<file path="config.mk">
export PLATFORM = sky130hd
export DESIGN_NAME = alu_result_stage
export DESIGN_NICKNAME = d
export VERILOG_FILES = /design/src/rtl/alu_result_stage.sv
export SDC_FILE = /design/constraint.sdc
export NUM_CORES = 1
export LEC_CHECK = 0
export ABC_CLOCK_PERIOD_IN_PS = 3000
export CAP_MARGIN = 10
export CORE_MARGIN = 1
export CORE_UTILIZATION = 63
export CTS_CLUSTER_SIZE = 28
export DETAILED_ROUTE_END_ITERATION = 10
export DONT_BUFFER_PORTS = 1
export GPL_ROUTABILITY_DRIVEN = 0
export MAX_ROUTING_LAYER = met4
export PLACE_DENSITY = 0.79
export SETUP_SLACK_MARGIN = 0.02
export SYNTH_ARGS = -nofsm -noshare
export SYNTH_HDL_FRONTEND = slang
export SYNTH_SLANG_ARGS = --single-unit
</file>
<file path="constraint.sdc">
create_clock -name clk -period 3 [get_ports clk]
set_clock_uncertainty 0.2 [all_clocks]
set_input_delay 0.3 -clock clk [delete_from_list [all_inputs] [get_ports clk]]
set_output_delay 0.3 -clock clk [all_outputs]
set_load 0.01 [all_outputs]
</file>
<file path="src/rtl/alu_result_stage.sv">
// alu_result_stage: ALU result/flag capture into a 2-entry valid/ready FIFO with a saturating op counter and a sticky overflow flag.
module alu_result_stage #(
  parameter int WIDTH = 32,
  parameter int DEPTH = 2,
  parameter int CNT_W = 16
) (
  input  logic             clk,
  input  logic             rst_n,
  input  logic             in_valid,
  output logic             in_ready,
  input  logic [WIDTH-1:0] result_in,
  input  logic [1:0]       sel,
  input  logic             carry_out,
  input  logic             carry_msb_in,
  output logic             out_valid,
  input  logic             out_ready,
  output logic [WIDTH-1:0] result_out,
  output logic [3:0]       flags_out,
  output logic [CNT_W-1:0] op_count,
  output logic             ovf_sticky,
  input  logic             clr_stats
);
  logic [WIDTH-1:0] mem_r [DEPTH];
  logic [3:0]       mem_f [DEPTH];
  logic             wptr, rptr;
  logic [1:0]       count, count_nxt;
  logic             push, pop;
  logic [3:0]       flags;
  always_comb begin
    push      = in_valid & in_ready;
    pop       = out_valid & out_ready;
    flags     = {result_in[WIDTH-1], result_in == '0, sel[1] & carry_out, sel[1] & (carry_out ^ carry_msb_in)};
    count_nxt = (push & ~pop) ? count + 2'd1 : (pop & ~push) ? count - 2'd1 : count;
  end
  always_ff @(posedge clk or negedge rst_n) begin
    if (!rst_n) begin
      count      <= '0;
      wptr       <= 1'b0;
      rptr       <= 1'b0;
      in_ready   <= 1'b1;
      out_valid  <= 1'b0;
      mem_r[0]   <= '0;
      mem_r[1]   <= '0;
      mem_f[0]   <= '0;
      mem_f[1]   <= '0;
      op_count   <= '0;
      ovf_sticky <= 1'b0;
    end else begin
      count     <= count_nxt;
      in_ready  <= count_nxt != 2'd2;
      out_valid <= count_nxt != 2'd0;
      if (push) begin
        mem_r[wptr] <= result_in;
        mem_f[wptr] <= flags;
        wptr        <= ~wptr;
      end
      if (pop) rptr <= ~rptr;
      if (clr_stats) begin
        op_count   <= '0;
        ovf_sticky <= 1'b0;
      end else if (push) begin
        op_count   <= (op_count == '1) ? op_count : op_count + 1'b1;
        ovf_sticky <= ovf_sticky | flags[0];
      end
    end
  end
  assign result_out = mem_r[rptr];
  assign flags_out  = mem_f[rptr];
endmodule

</file>
After elaboration in Yosys (flattened, before gate mapping):

Index checks and enable logic that the tools add are counted.

* flip-flop bits (word level): 95
* output and inout bits: 55
* word-level logic and storage cells: 58

* add/subtract/negate cells: 3
* $lt $le $gt $ge: 3
* eq/ne operators: 3
* muxes and demuxes: 19
* bitwise logic cells: 14
* reduce and logical (&&, ||, !) cells: 5

Operators by type and width (count)
* 2-to-1 mux 32 bit: 4
* bitwise mux 64 bit: 1
* 2-to-1 mux 16 bit: 3
* demux 32 bit (select 1 bit): 1
* logical NOT 32 bit: 1
* adder 16 x 1 -> 16 bit (second input constant): 1
* equality test 16 bit (second input constant): 1
* 2-to-1 mux 4 bit: 4
* bitwise mux 8 bit: 1
* bitwise AND 1 bit: 6
* demux 4 bit (select 1 bit): 1
* >= comparator 2 bit (second input constant): 2
* 2-to-1 mux 2 bit: 2
* != test 2 bit (second input constant): 2
* inverter 1 bit: 4
* inverter 1 -> 2 bit: 2
* nonzero test 2 bit: 2
* adder 2 x 1 -> 2 bit (second input constant): 1
* < comparator 2 x 1 -> 1 bit (second input constant): 1
* 2-to-1 mux 1 bit: 2
* AND reduction 2 bit: 1
* subtractor 2 x 1 -> 2 bit (second input constant): 1
* logical AND 1 bit: 1
* OR 1 bit: 1
* XOR 1 bit: 1

Longest topological paths before layout:

* depth after elaboration: 6
* depth in mapped cells: 7

Least setup slack after synthesis:

Ideal clock, no wire load.

* path kind: reg2reg
* from: register in_ready
* to: register op_count[9]
* library setup time: 125 ps
* arrival: 1818 ps
* data required time: 2675 ps
* slack: 858 ps
* cell stages (with the launch flop): 7
* buffers on the path: 2
* clock period less this slack: 2142 ps
* cell sequence: dfstp_2 > and2_1 > clkbuf_2 > nand4_1 > clkbuf_1 > nor4b_1 > mux2_2

* longest elaborated chain between the ends: 3

Ends and longest elaborated chain
* from (decl): RTL line 10 `output logic in_ready,`
* from (signal assigned): RTL line 40 `in_ready <= 1'b1;`
* from (signal assigned): RTL line 50 `in_ready <= count_nxt != 2'd2;`
* bitwise AND 1 bit: RTL line 30 `push = in_valid & in_ready;`
* nonzero test 2 bit (no line)
* AND reduction 2 bit (no line)
* to (signal assigned): RTL line 62 `op_count <= (op_count == '1) ? op_count : op_count + 1'b1;`
* to (decl): RTL line 19 `output logic [CNT_W-1:0] op_count,`

Every way passes these cells.
A chain may end at the register's enable or synchronous reset.

Final worst setup path:

Ends and elaborated chain as after synthesis.

==> results by group <==
Die
  – Die area: about 7100 um2
  – Core Region: roughly 6500 um2
  – DIE HEIGHT: 84.3 um
  – Die width: approximately 84 um
  – # rows: 29
  – Starting Density: 66.1%
  – Top Ports: 96

Synth
  – Top post-synthesis cells by count: mux2_2, dfrtp_1, nand2_1
  – Top post-synthesis cells by area: dfrtp_1, mux2_2, nand2_1
  – Asr flop ratio synth: 100%
  – Synth Instances: approximately 330
  – Sequential area share after synthesis: 54.5%
  – Cell area after synthesis: 4270 um2
  – Synth warn: 0
  – Ys flop type: dfrtp_1
  – Unique masters post-synth: 40
  – Syn Nets: approximately 370
  – Leading area contributor after synthesis: dfrtp_1
  – Yosys top cell area share: 53.9%
  – Syn Area/Cell: 13.0 um2
  – Yosys reg bits: 93
  – Count leader, synth: mux2_2
  – Post-synth EDFFs: 0

Timing
  – Setup TNS: 0 ns
  – Tmin final: 2.29 ns
  – RSZ-0062 raised after global routing: no
  – Fmax: 0.436 GHz
  – Slew @ Worst Pin: a little under 0.7 ns
  – Slew margin rel.: 53.6%
  – Hold Violations, Final: 0
  – Final hold slack: 0.00194 ns
  – Slew Viols, Final: 0
  – Final Setup Violations: 0
  – Period utilization: 76.5%

Worst setup path
  – Slowest CP cell: dfstp_2
  – RR Startpoint: in_ready
  – R2R cell count: 4
  – CP max stage delay: 0.60 ns
  – Startpoint types: flop
  – R2r setup slk: 0.71 ns
  – Crit Path Class: flop to flop
  – Crit-path cells: and2_1 > nand4_1 > nor4b_1 > mux2_2
  – Critical path origin: in_ready
  – Worst EP arrival: 2.34 ns
  – RR Endpoint: op_count[9]
  – Critical path peak fanout: 11
  – WP data required: 3.04 ns
  – Worst Setup End Kind: flop
  – Crit path to: op_count[9]

Layout
  – Synth-to-layout area growth: 15.3%
  – Final #Nets: around 410
  – Share of layout cells above drive strength 1: a little over a third
  – Fin cells: around 450
  – Fillers: between 400 and 500
  – Multi-input gate area: about 1900 um2
  – Reg area: 2330 um2
  – Ant diodes: 0
  – Final core occ: 76.3%

Clocking
  – Clk Latency, worst-skew pair: 0.36 ns
  – Num CTS Buffers: 9
  – Root Driver: clkbuf_8
  – Clock buffer depth: 2
  – CTS tree: done
  – H-tree Lvls: 3
  – Postcts setup bufs: 0
  – Clk sinks: 93
  – Clk slew on worst S/H paths: 0.09 ns

Placement
  – DP Cell Count: 393
  – Port Buffers: 0
  – DP Wirelength: 5380 um

Worst hold path
  – Hold Crit Class: input pin to flop
  – WHS Path Cells: 3

Run status
  – Failing checks: design-rule violations
  – Status: complete, but fails checks

Drt
  – # DRC: 6
  – DRT iter0 DRCs: 97
  – Via/cell ratio: between 6 and 7
  – Routed Antenna Nets: 0
  – Vias: 2718
  – Avg WL per Cell: 19.8 um
  – WL final: 8830 um
  – First-pass iteration count of the detailed router: 7

Power
  – Pwr dens: 917 nW/um2
  – Leakage: 2.03 nW
  – Maximum vdd drop: 651 uV
  – Tot Pwr: ~0.0045 W

Global routing
  – Gr ovfl total: 0
  – GRT Total Usage: 27.1%
  – Initial antenna violation count: 0
  – Vias in the first global route: 2829
  – First-pass GRT wire length: 14400 um
  – Largest net degree at the start of global routing: 94

Run
  – MaxCap Viol Count: 0
==> worst max-delay path, delay by kind of cell, from the launching register on <==
family	cells	cell delay (ns)
simple gates	3	0.99
flops	1	0.60
mux	1	0.38
==> worst min-delay path by stage <==
stage | start | endpoint
3_5_place_dp | rst_n | mem_r[29]
4_1_cts | clr_stats | op_count[15]
3_3_place_gp | rst_n | mem_r[29]
2_1_floorplan | rst_n | count[0]
6_report | result_in[29] | mem_f[2]
5_1_grt | result_in[29] | mem_f[2]
==> cell type report <==
class	count	share of cell area, %
Clock inverter	5	0.737
Multi-Input combinational cell	214	37.6
Sequential cell	93	47.3
Timing Repair Buffer	44	9.30
Clock buffer	10	2.79
Inverter	4	0.305
Tap cell	77	1.96
==> cells in the final DEF (no fill, tap or decap), drive strengths merged, types with 5 or more instances in the layout <==
| cell type | instances |
|---|---|
| mux2 | 103 |
| dfrtp | 92 |
| dlygate4sd3 | 38 |
| nand2 | 19 |
| nor4 | 12 |
| a21oi | 11 |
| clkbuf | 10 |
| o21ai | 8 |
| o31ai | 7 |
| nor2 | 7 |
| nand4 | 6 |
| or4 | 6 |
| buf | 6 |
| inv | 5 |
==> flip-flops by register name (all words and copies together) (netlist names) <==
name and count:
count 2, in_ready 1, mem_f 6, mem_r 64, op_count 16, out_valid 1
ovf_sticky 1, rptr 1, wptr 1
==> what timing repair did <==
item | in CTS | in global routing
endpoints found under the hold margin | 180 | 0
resized for setup | 0 | 0
hold buffers | 39 | 0
==> metal layers <==
layer / up-vias / share of wire [%] / routed length, um / global-route usage (%)
li1: 1275 / - / - / -
met1: 1366 / 42 / 3720 / 33.6
met5: - / 0 / 0 / -
met3: 10 / 5.4 / 481 / 7.57
met4: 0 / 1.1 / 94 / 6.93
met2: 67 / 51 / 4540 / 44.4
==> metrics by stage <==
step                      instance area (um2)  worst slack (ns)
final                                    4930             0.706
after detailed placement                 4340             0.699
after global placement                   4340             0.779
after CTS                                4930             0.704
after global routing                     4930             0.577
after floorplan                          4270             0.858
==> cell families (layout without fill, tap and decap cells) <==
kind of cell	Yosys count	in the layout	share of synthesized area [%]
buffers and inverters	22	63	2.20
multiplexers	104	104	27.4
adder cells (fa/ha/maj)	1	1	0.293
flip-flops	93	93	54.5
XOR/XNOR	6	6	1.23
AO/OA/AOI/OAI	30	30	4.22
AND/OR/NAND/NOR	73	73	10.2
==> power breakdown <==
| part | internal [W] | switching [W] | leakage, nW |
|---|---|---|---|
| combinational | 0.000907 | 0.000811 | 0.816 |
| clock | 0.000321 | 0.000435 | 0.0808 |
| sequential | 0.00177 | 0.000272 | 1.14 |
| total | 0.00300 | 0.00152 | 2.03 |
No activity file was read; power rests on OpenSTA's default activity.
